File: src/rtl/tie_bank_pkg.sv
// Shared types and helpers for the programmable tie bank.
package tie_bank_pkg;

  typedef enum logic [1:0] {
    IDLE = 2'b00,
    LOAD = 2'b01,
    FULL = 2'b10
  } tie_state_t;

  // Bits needed to hold values 0..value-1.
  function automatic int clog2(input int value);
    int r;
    int v;
    r = 0;
    v = value - 1;
    while (v > 0) begin
      r = r + 1;
      v = v >> 1;
    end
    return r;
  endfunction

endpackage

File: src/rtl/tie_shift_reg.sv
// Shadow shift register plus beat counter for the tie bank.
// A clear on the same edge as an accept wins: the beat is dropped and the
// shadow contents hold.
module tie_shift_reg
  import tie_bank_pkg::*;
#(
  parameter int WIDTH = 8
) (
  input  logic             i_clk,
  input  logic             i_rst,
  input  logic             i_accept,
  input  logic             i_bit,
  input  logic             i_clear,
  output logic [WIDTH-1:0] o_shr,
  output logic             o_full,
  output logic             o_last
);

  localparam int CW = clog2(WIDTH + 1);
  localparam logic [CW-1:0] FULL_CNT = CW'(WIDTH);
  localparam logic [CW-1:0] LAST_CNT = CW'(WIDTH - 1);

  logic [WIDTH-1:0] r_shr;
  logic [CW-1:0]    r_count;
  logic [WIDTH-1:0] w_shr_next;

  generate
    if (WIDTH == 1) begin : g_single
      assign w_shr_next = i_bit;
    end else begin : g_multi
      assign w_shr_next = {r_shr[WIDTH-2:0], i_bit};
    end
  endgenerate

  // Beat counter: cleared on commit, advanced on each accepted beat.
  always_ff @(posedge i_clk) begin
    if (i_rst) begin
      r_count <= '0;
    end else if (i_clear) begin
      r_count <= '0;
    end else if (i_accept) begin
      r_count <= r_count + CW'(1);
    end
  end

  // Shadow register: shifts MSB-first on accepted beats, otherwise holds.
  always_ff @(posedge i_clk) begin
    if (i_rst) begin
      r_shr <= '0;
    end else if (i_accept && !i_clear) begin
      r_shr <= w_shr_next;
    end
  end

  assign o_shr  = r_shr;
  assign o_full = (r_count == FULL_CNT);
  assign o_last = (r_count == LAST_CNT);

endmodule

File: src/rtl/tie_bank_ctrl.sv
// Serially programmable bank of registered tie outputs. Bits are collected
// in a shadow register and applied to X atomically on COMMIT once a full
// word has been loaded; a COMMIT on a partial load sets the sticky ERR.
module tie_bank_ctrl
  import tie_bank_pkg::*;
#(
  parameter int               WIDTH   = 8,
  parameter logic [WIDTH-1:0] DEFAULT = '0
) (
  input  logic             CK,
  input  logic             RST,
  input  logic             OT,
  input  logic             SVALID,
  output logic             SREADY,
  input  logic             COMMIT,
  output logic [WIDTH-1:0] X,
  output logic             BUSY,
  output logic             ERR
);

  tie_state_t       r_state;
  tie_state_t       w_state_nxt;
  logic [WIDTH-1:0] r_x;
  logic             r_err;
  logic [WIDTH-1:0] w_shr;
  logic             w_full;
  logic             w_last;
  logic             w_accept;
  logic             w_commit_ok;
  logic             w_commit_err;

  // COMMIT always takes precedence over a beat in the same cycle.
  assign w_accept     = SVALID & SREADY & ~COMMIT;
  assign w_commit_ok  = COMMIT & w_full;
  assign w_commit_err = COMMIT & ~w_full;

  tie_shift_reg #(.WIDTH(WIDTH)) u_shr (
    .i_clk    (CK),
    .i_rst    (RST),
    .i_accept (w_accept),
    .i_bit    (OT),
    .i_clear  (COMMIT),
    .o_shr    (w_shr),
    .o_full   (w_full),
    .o_last   (w_last)
  );

  // Load-progress state register.
  always_ff @(posedge CK) begin
    if (RST) begin
      r_state <= IDLE;
    end else begin
      r_state <= w_state_nxt;
    end
  end

  // Next-state and handshake outputs; SREADY/BUSY depend on state only.
  always_comb begin
    w_state_nxt = r_state;
    SREADY      = (r_state != FULL);
    BUSY        = (r_state != IDLE);
    case (r_state)
      IDLE, LOAD: begin
        if (COMMIT) begin
          w_state_nxt = IDLE;
        end else if (w_accept) begin
          w_state_nxt = w_last ? FULL : LOAD;
        end
      end
      FULL: begin
        if (COMMIT) begin
          w_state_nxt = IDLE;
        end
      end
      default: w_state_nxt = IDLE;
    endcase
  end

  // Tie outputs: updated only by a commit of a complete load.
  always_ff @(posedge CK) begin
    if (RST) begin
      r_x <= DEFAULT;
    end else if (w_commit_ok) begin
      r_x <= w_shr;
    end
  end

  // Sticky error: premature commit; cleared only by reset.
  always_ff @(posedge CK) begin
    if (RST) begin
      r_err <= 1'b0;
    end else if (w_commit_err) begin
      r_err <= 1'b1;
    end
  end

  assign X   = r_x;
  assign ERR = r_err;

endmodule

File: config.mk
export PLATFORM = sky130hd
export DESIGN_NAME = tie_bank_ctrl
export DESIGN_NICKNAME = d
export VERILOG_FILES = /design/src/rtl/tie_bank_pkg.sv /design/src/rtl/tie_shift_reg.sv /design/src/rtl/tie_bank_ctrl.sv
export SDC_FILE = /design/constraint.sdc
export NUM_CORES = 1
export LEC_CHECK = 0
export CORE_UTILIZATION = 46
export DETAILED_ROUTE_END_ITERATION = 16
export GPL_ROUTABILITY_DRIVEN = 0
export PLACE_DENSITY_LB_ADDON = 0.25
export SYNTH_ARGS = -nofsm -noshare
export SYNTH_HDL_FRONTEND = slang
export SYNTH_HIERARCHICAL = 1
export SYNTH_SLANG_ARGS = --single-unit
export TNS_END_PERCENT = 100
File: constraint.sdc
create_clock -name CK -period 1.4 [get_ports CK]
set_input_delay 0.21 -clock CK [delete_from_list [all_inputs] [get_ports CK]]
set_output_delay 0.21 -clock CK [all_outputs]
set_load 0.02 [all_outputs]
==> impl_metrics.env <==
export IMPL_wl_per_cell_um=11.2
export IMPL_rsz0062_at_grt="false"
export IMPL_critPathMaxFanout=17
export IMPL_whs_ns=0.451
export IMPL_path_class="register to register"
export IMPL_setup_viol_count_final=0
export IMPL_critPathCaptureType="register"
export IMPL_synth_cell_types=27
export IMPL_synth_cells=109
export IMPL_cts_root_buffer="clkbuf_4"
export IMPL_finalNetCount=136
export IMPL_hold_buffers=0
export IMPL_ant_nets=0
export IMPL_vias=794
export IMPL_crit_slowest_cell="dfxtp_2"
export IMPL_wl_met2_um=836
export IMPL_synth_top_cell_by_area="dfxtp_1"
export IMPL_hold_violations=0
export IMPL_fp_dieArea_um2=2410
export IMPL_netlist_area_leader_share_pct=45.2
export IMPL_slew_viol_final=0
export IMPL_clkLatencyLatePin_ns=0.30
export IMPL_routed_wl_um=1740
export IMPL_antenna_found_initial=0
export IMPL_synth_seq_cells=23
export IMPL_fin_skew_ns=0.00258
export IMPL_cts_sinks=23
export IMPL_synth_nets=116
export IMPL_drv_cap=0
export IMPL_synth_edf_count=0
export IMPL_drc=0
export IMPL_grt_ovfl_total=0
export IMPL_ioPinCount=16
export IMPL_fp_dieH_um=49.1
export IMPL_wl_met1_um=841
export IMPL_arrival_ns=1.55
export IMPL_status="finished, final reports clean"
export IMPL_n_antenna_cell=0
export IMPL_area_delta_synth_final_pct=21.0
export IMPL_cp_start_kind="register"
export IMPL_wl_met3_um=50
export IMPL_crit_family="compound AO/OA/AOI/OAI gates"
export IMPL_period_share_pct=93.8
export IMPL_leakage_nw=0.481
export IMPL_power_w=0.00104
export IMPL_slew_headroom_pct=81.0
export IMPL_path_clk_slew_ns=0.12
export IMPL_final_cell_area_um2=1230
export IMPL_required_ns=1.64
export IMPL_cts_tree="done"
export IMPL_avgSynthCellArea_um2=9.34
export IMPL_cp_buffers_inverters=2
export IMPL_period_minus_slack_ns=1.31
export IMPL_p_per_area_nw_per_um2=842
export IMPL_drtIter0Drc=15
export IMPL_grtUsageTotal_pct=16.7
export IMPL_grt_pass1_vias=721
export IMPL_placed_cell_area_um2=1220
export IMPL_cts_buffers=3
export IMPL_ys_top_cells_by_count="dfxtp_1, nand2_1, a21oi_2, nand3_1, a21oi_1"
export IMPL_syn_area_um2=1020
export IMPL_layout_drive_gt1_share_pct=28.9
export IMPL_synth_area_top_cells="dfxtp_1, a21oi_2, nand2_1, a21bo_2, nand3_1"
export IMPL_synthFlopType="dfxtp_1"
export IMPL_fmax_ghz=0.762
export IMPL_io_buffers=15
export IMPL_grt_first_pass_wirelength_um=3110
export IMPL_worst_slew_pin_slew_ns=0.285
export IMPL_crit_chain="inv_1 > ha_1 > and3b_1 > buf_12 > a21bo_2 > a21oi_2"
export IMPL_cpPeakStageDelay_ns=0.34
export IMPL_h_tree_depth=1
export IMPL_clk_path_buf_depth=2
export IMPL_dp_final_hpwl_um=1240
export IMPL_cts_setup_buffers=0
export IMPL_num_rows=16
export IMPL_viasPerCell=5.12
export IMPL_synth_most_common_cell="dfxtp_1"
export IMPL_synth_async_sr_flop_share_pct=0
export IMPL_core_area_um2=2020
export IMPL_grt_max_degree=23
export IMPL_start_util_pct=50.4
export IMPL_seq_area_frac_synth_pct=45.2
export IMPL_yosysWarnings=6
export IMPL_min_path_type="primary input to register"
export IMPL_ir_drop_mv=0.636
export IMPL_dr_max_layer_used="met4"
export IMPL_fp_dieW_um=49.1
export IMPL_drt_first_pass_iters=4
[worst reg2reg max path: stages (launching register included)]
cell and delay (ns):
dfxtp_2 0.34, inv_1 0.04, ha_1 0.18, and3b_1 0.19
buf_12 0.15, a21bo_2 0.22, a21oi_2 0.13
[area by class of cell]
cell class | count | area [µm²]
Clock buffer | 4 | 26.3
Fill cell | 189 | 790
Inverter | 3 | 11.3
Multi-Input combinational cell | 75 | 495
Sequential cell | 23 | 464
Tap cell | 27 | 33.8
Timing Repair Buffer | 23 | 201
[placed cells by master, fill, tap and decap left out, types with 2 or more instances in the layout]
master	synthesis	routed
nor2_1	2	2
dfxtp_2	0	3
inv_1	3	3
a21oi_1	7	6
dlygate4sd2_1	0	9
a21bo_2	6	6
a21bo_1	2	2
nand2_1	18	18
nand3_1	8	8
nand2b_1	3	2
xor2_1	2	2
a21oi_2	10	11
nor3_1	4	4
buf_4	1	7
dfxtp_1	23	20
clkbuf_4	0	3
clkdlybuf4s50_1	0	4
ha_1	2	2
[worst paths after layout]
path                            slack [ns]                           to  cells after the start                     startpoint
worst max-delay path                  0.09            X[4]$_SDFFE_PP0P_                      6  u_shr/r_count[0]$_SDFFE_PP0P_
worst min register to register        0.45      r_state[0]$_SDFFE_PP0P_                      1        r_state[1]$_SDFFE_PP0P_
worst min-delay path                  0.45  u_shr/o_shr[0]$_SDFFE_PP0P_                      3                             OT
worst max register to register        0.09            X[4]$_SDFFE_PP0P_                      6  u_shr/r_count[0]$_SDFFE_PP0P_
[logic make-up (layout without fill, tap and decap cells)]
| group | Yosys count | in the layout | synth area share, % |
|---|---|---|---|
| multiplexers | 1 | 1 | 0.983 |
| XOR/XNOR | 3 | 3 | 2.58 |
| flip-flops | 23 | 23 | 45.2 |
| AND/OR/NAND/NOR | 42 | 42 | 20.4 |
| adder cells (fa/ha/maj) | 2 | 2 | 2.46 |
| AO/OA/AOI/OAI | 27 | 27 | 21.5 |
| buffers and inverters | 11 | 30 | 6.88 |
[through the flow]
| step | std cells | utilization, % | worst slack, ns | TNS [ns] |
|---|---|---|---|---|
| global route | 155 | 61.0 | 0.00853 | 0 |
| floorplan | 109 | - | 0.0322 | 0 |
| detailed placement | 151 | 60.1 | -0.148 | -1.38 |
| CTS | 155 | 60.6 | 0.00914 | 0 |
| finish | 155 | 61.0 | 0.0871 | 0 |
| global placement | 151 | 60.1 | -0.117 | -1.04 |
[report_power, final]
group          internal, W  switching, W
logic            0.0000353     0.0000469
registers         0.000660    0.00000328
clock network     0.000111      0.000181
total             0.000806      0.000231
[routing by layer]
layer  vias up  track usage [%]
met2        18             27.3
met5         -                0
li1        406                -
met1       368             21.6
met3         2             2.80
met4         0             7.35
[sequential cells by signal, indices dropped and copies added (netlist names)]
signal         flops
ERR                1
X                  8
r_state            2
u_shr/o_shr        8
u_shr/r_count      4
[timing repair]
item / in CTS / in global routing
resized for setup: 15 / 7
endpoints found under the setup margin: 11 / 4
hold endpoints to repair: 0 / 0
gates cloned: 0 / 0
Note: power is estimated with default switching activity, not from simulation.
==> patch: new RTL, same settings <==
`WIDTH` is set to 8 in 2 places; all go to 9.
--- a/src/rtl/tie_shift_reg.sv
+++ b/src/rtl/tie_shift_reg.sv
@@ -5,5 +5,5 @@
   import tie_bank_pkg::*;
 #(
-  parameter int WIDTH = 8
+  parameter int WIDTH = 9
 ) (
   input  logic             i_clk,
--- a/src/rtl/tie_bank_ctrl.sv
+++ b/src/rtl/tie_bank_ctrl.sv
@@ -5,5 +5,5 @@
   import tie_bank_pkg::*;
 #(
-  parameter int               WIDTH   = 8,
+  parameter int               WIDTH   = 9,
   parameter logic [WIDTH-1:0] DEFAULT = '0
 ) (
Ports: changed (resized X); port bits go from 16 to 17. No check against the original RTL was run, so the function may have changed too.
==> patch against the original RTL <==
- power up 8.8%
- area after synthesis up 7.9%
- design area up 12%
- routed wire length up 18%
- synthesized cell count up 7.3%
- die area up 7.5%
- worst setup slack worse by 0.016 ns
- utilization up 1.0 points
- first-iteration DRC count down 13%
- sequential cell count up 2
- largest cell class unchanged
==> patch: results (changes against the original RTL) <==
Global routing
  • All-layer global routing usage: 0.184 (+0.0163)
  • Vias in the first global route: 797 (+11%)
  • First-pass GRT wire length: 3550 um (+14%)
  • Largest net degree at the start of global routing: 21 (-8.7%)

Placed design
  • HPWL Detailed: 1410 um (+14%)
  • Post-DP Area: 1310 um2 (+7.6%)
  • I/O Buffers: 16 (+1)

Power and ir drop
  • Leakage: 0.000547 uW (+14%)
  • Worst vdd ir: 470 uV (-26%)

Synth
  • Synth Area in Adders: 0.0342 (+0.00960)
  • Post-synthesis mux area share: 0.00911 (-0.000716)
  • Synth Area in Compound Gates: 0.218 (+0.00255)
  • Area contributors post-synth: dfxtp_1 (46%), a21oi_2 (8.0%), a21bo_2 (7.3%)

Setup path
  • Peak fanout along the critical path: 4 (-13)
  • CP arrival: 1.12 ns (-0.43 ns)
  • Crit-path leading delay family: flip-flops
  • Crit-path max cell delay: 0.37 ns (+0.03 ns)

Routing
  • Iter 0 DRT Violations: 13 (-2)
  • Wire per inst: 12.2 um (+8.8%)
  • Via count: 860 (+8.3%)

Run status
  • Status: finished, final reports clean

Cells and area
  • Nets: 149 (+9.6%)
  • Fill cell count: 209 (+11%)
  • Share of layout cells above drive strength 1: 0.321 (+0.0324)
  • Design Area, Final: 1380 um2 (+12%)

Timing
  • Max-slew headroom: 0.813 (+0.00326)
## patch: metal layers
metal | global-route usage | wire length, um | vias up
met3 | 0.0268 | 44 | 2
li1 | - | - | 445
met4 | 0.0556 | 9 | 0
met1 | 0.252 | 1010 | 404
met5 | 0 | 0 | -
met2 | 0.298 | 988 | 9
## patch: path summary, 6_finish.rpt
path                    startpoint  endpoint  slack (ns)  cells after the start
setup / recovery        r_state[1]      BUSY        0.07                      2
hold / removal                 ERR       ERR        0.46                      2
setup reg to reg  u_shr/r_count[1]      X[3]        0.07                      6
hold reg to reg                ERR       ERR        0.46                      2
## patch: cell type report
cell class	instances	area, um2	share of cell area
Multi-Input combinational cell	81	566	0.409
Sequential cell	25	504	0.364
Timing Repair Buffer	27	241	0.175
Tap cell	28	35.0	0.0253
Clock buffer	4	26.3	0.0190
Inverter	3	11.3	0.00814
## patch: logic make-up after synthesis
family / after synthesis
AOI/OAI and AO/OA: 30
xor gates and xnor gates: 3
adders and majority gates: 3
buffers and inverters: 11
DFF: 25
muxes: 1
and+or+nand+nor: 44
## patch: what timing repair did
item | in CTS | in global routing
hold endpoints to repair | 0 | 0
setup endpoints to repair | 21 | 20
gates resized for setup | 18 | 12
pin swaps | 0 | 2
buffers inserted | 0 | 3
## patch: per-stage QoR
stage | worst slack (ns) | utilization | instances
3_3_place_gp | -0.305 | 0.586 | 161
5_1_grt | 0.00686 | 0.620 | 168
2_1_floorplan | 0.0259 | - | 117
3_5_place_dp | -0.342 | 0.586 | 161
4_1_cts | 0.0285 | 0.592 | 165
6_report | 0.0713 | 0.620 | 168
## patch: power by group
| part | internal (uW) | switching [uW] | leakage, uW | total, uW |
|---|---|---|---|---|
| Sequential | 718 | 3.52 | 0.000203 | 721 |
| Clock | 111 | 205 | 0.0000150 | 316 |
| Combinational | 39.8 | 52.5 | 0.000329 | 92.3 |
## patch: worst reg2reg max path: stages (launching register included)
cell     delay, ns
dfxtp_2       0.35
inv_1         0.05
ha_1          0.17
and3b_2       0.21
buf_12        0.15
a21bo_2       0.22
a21oi_2       0.13
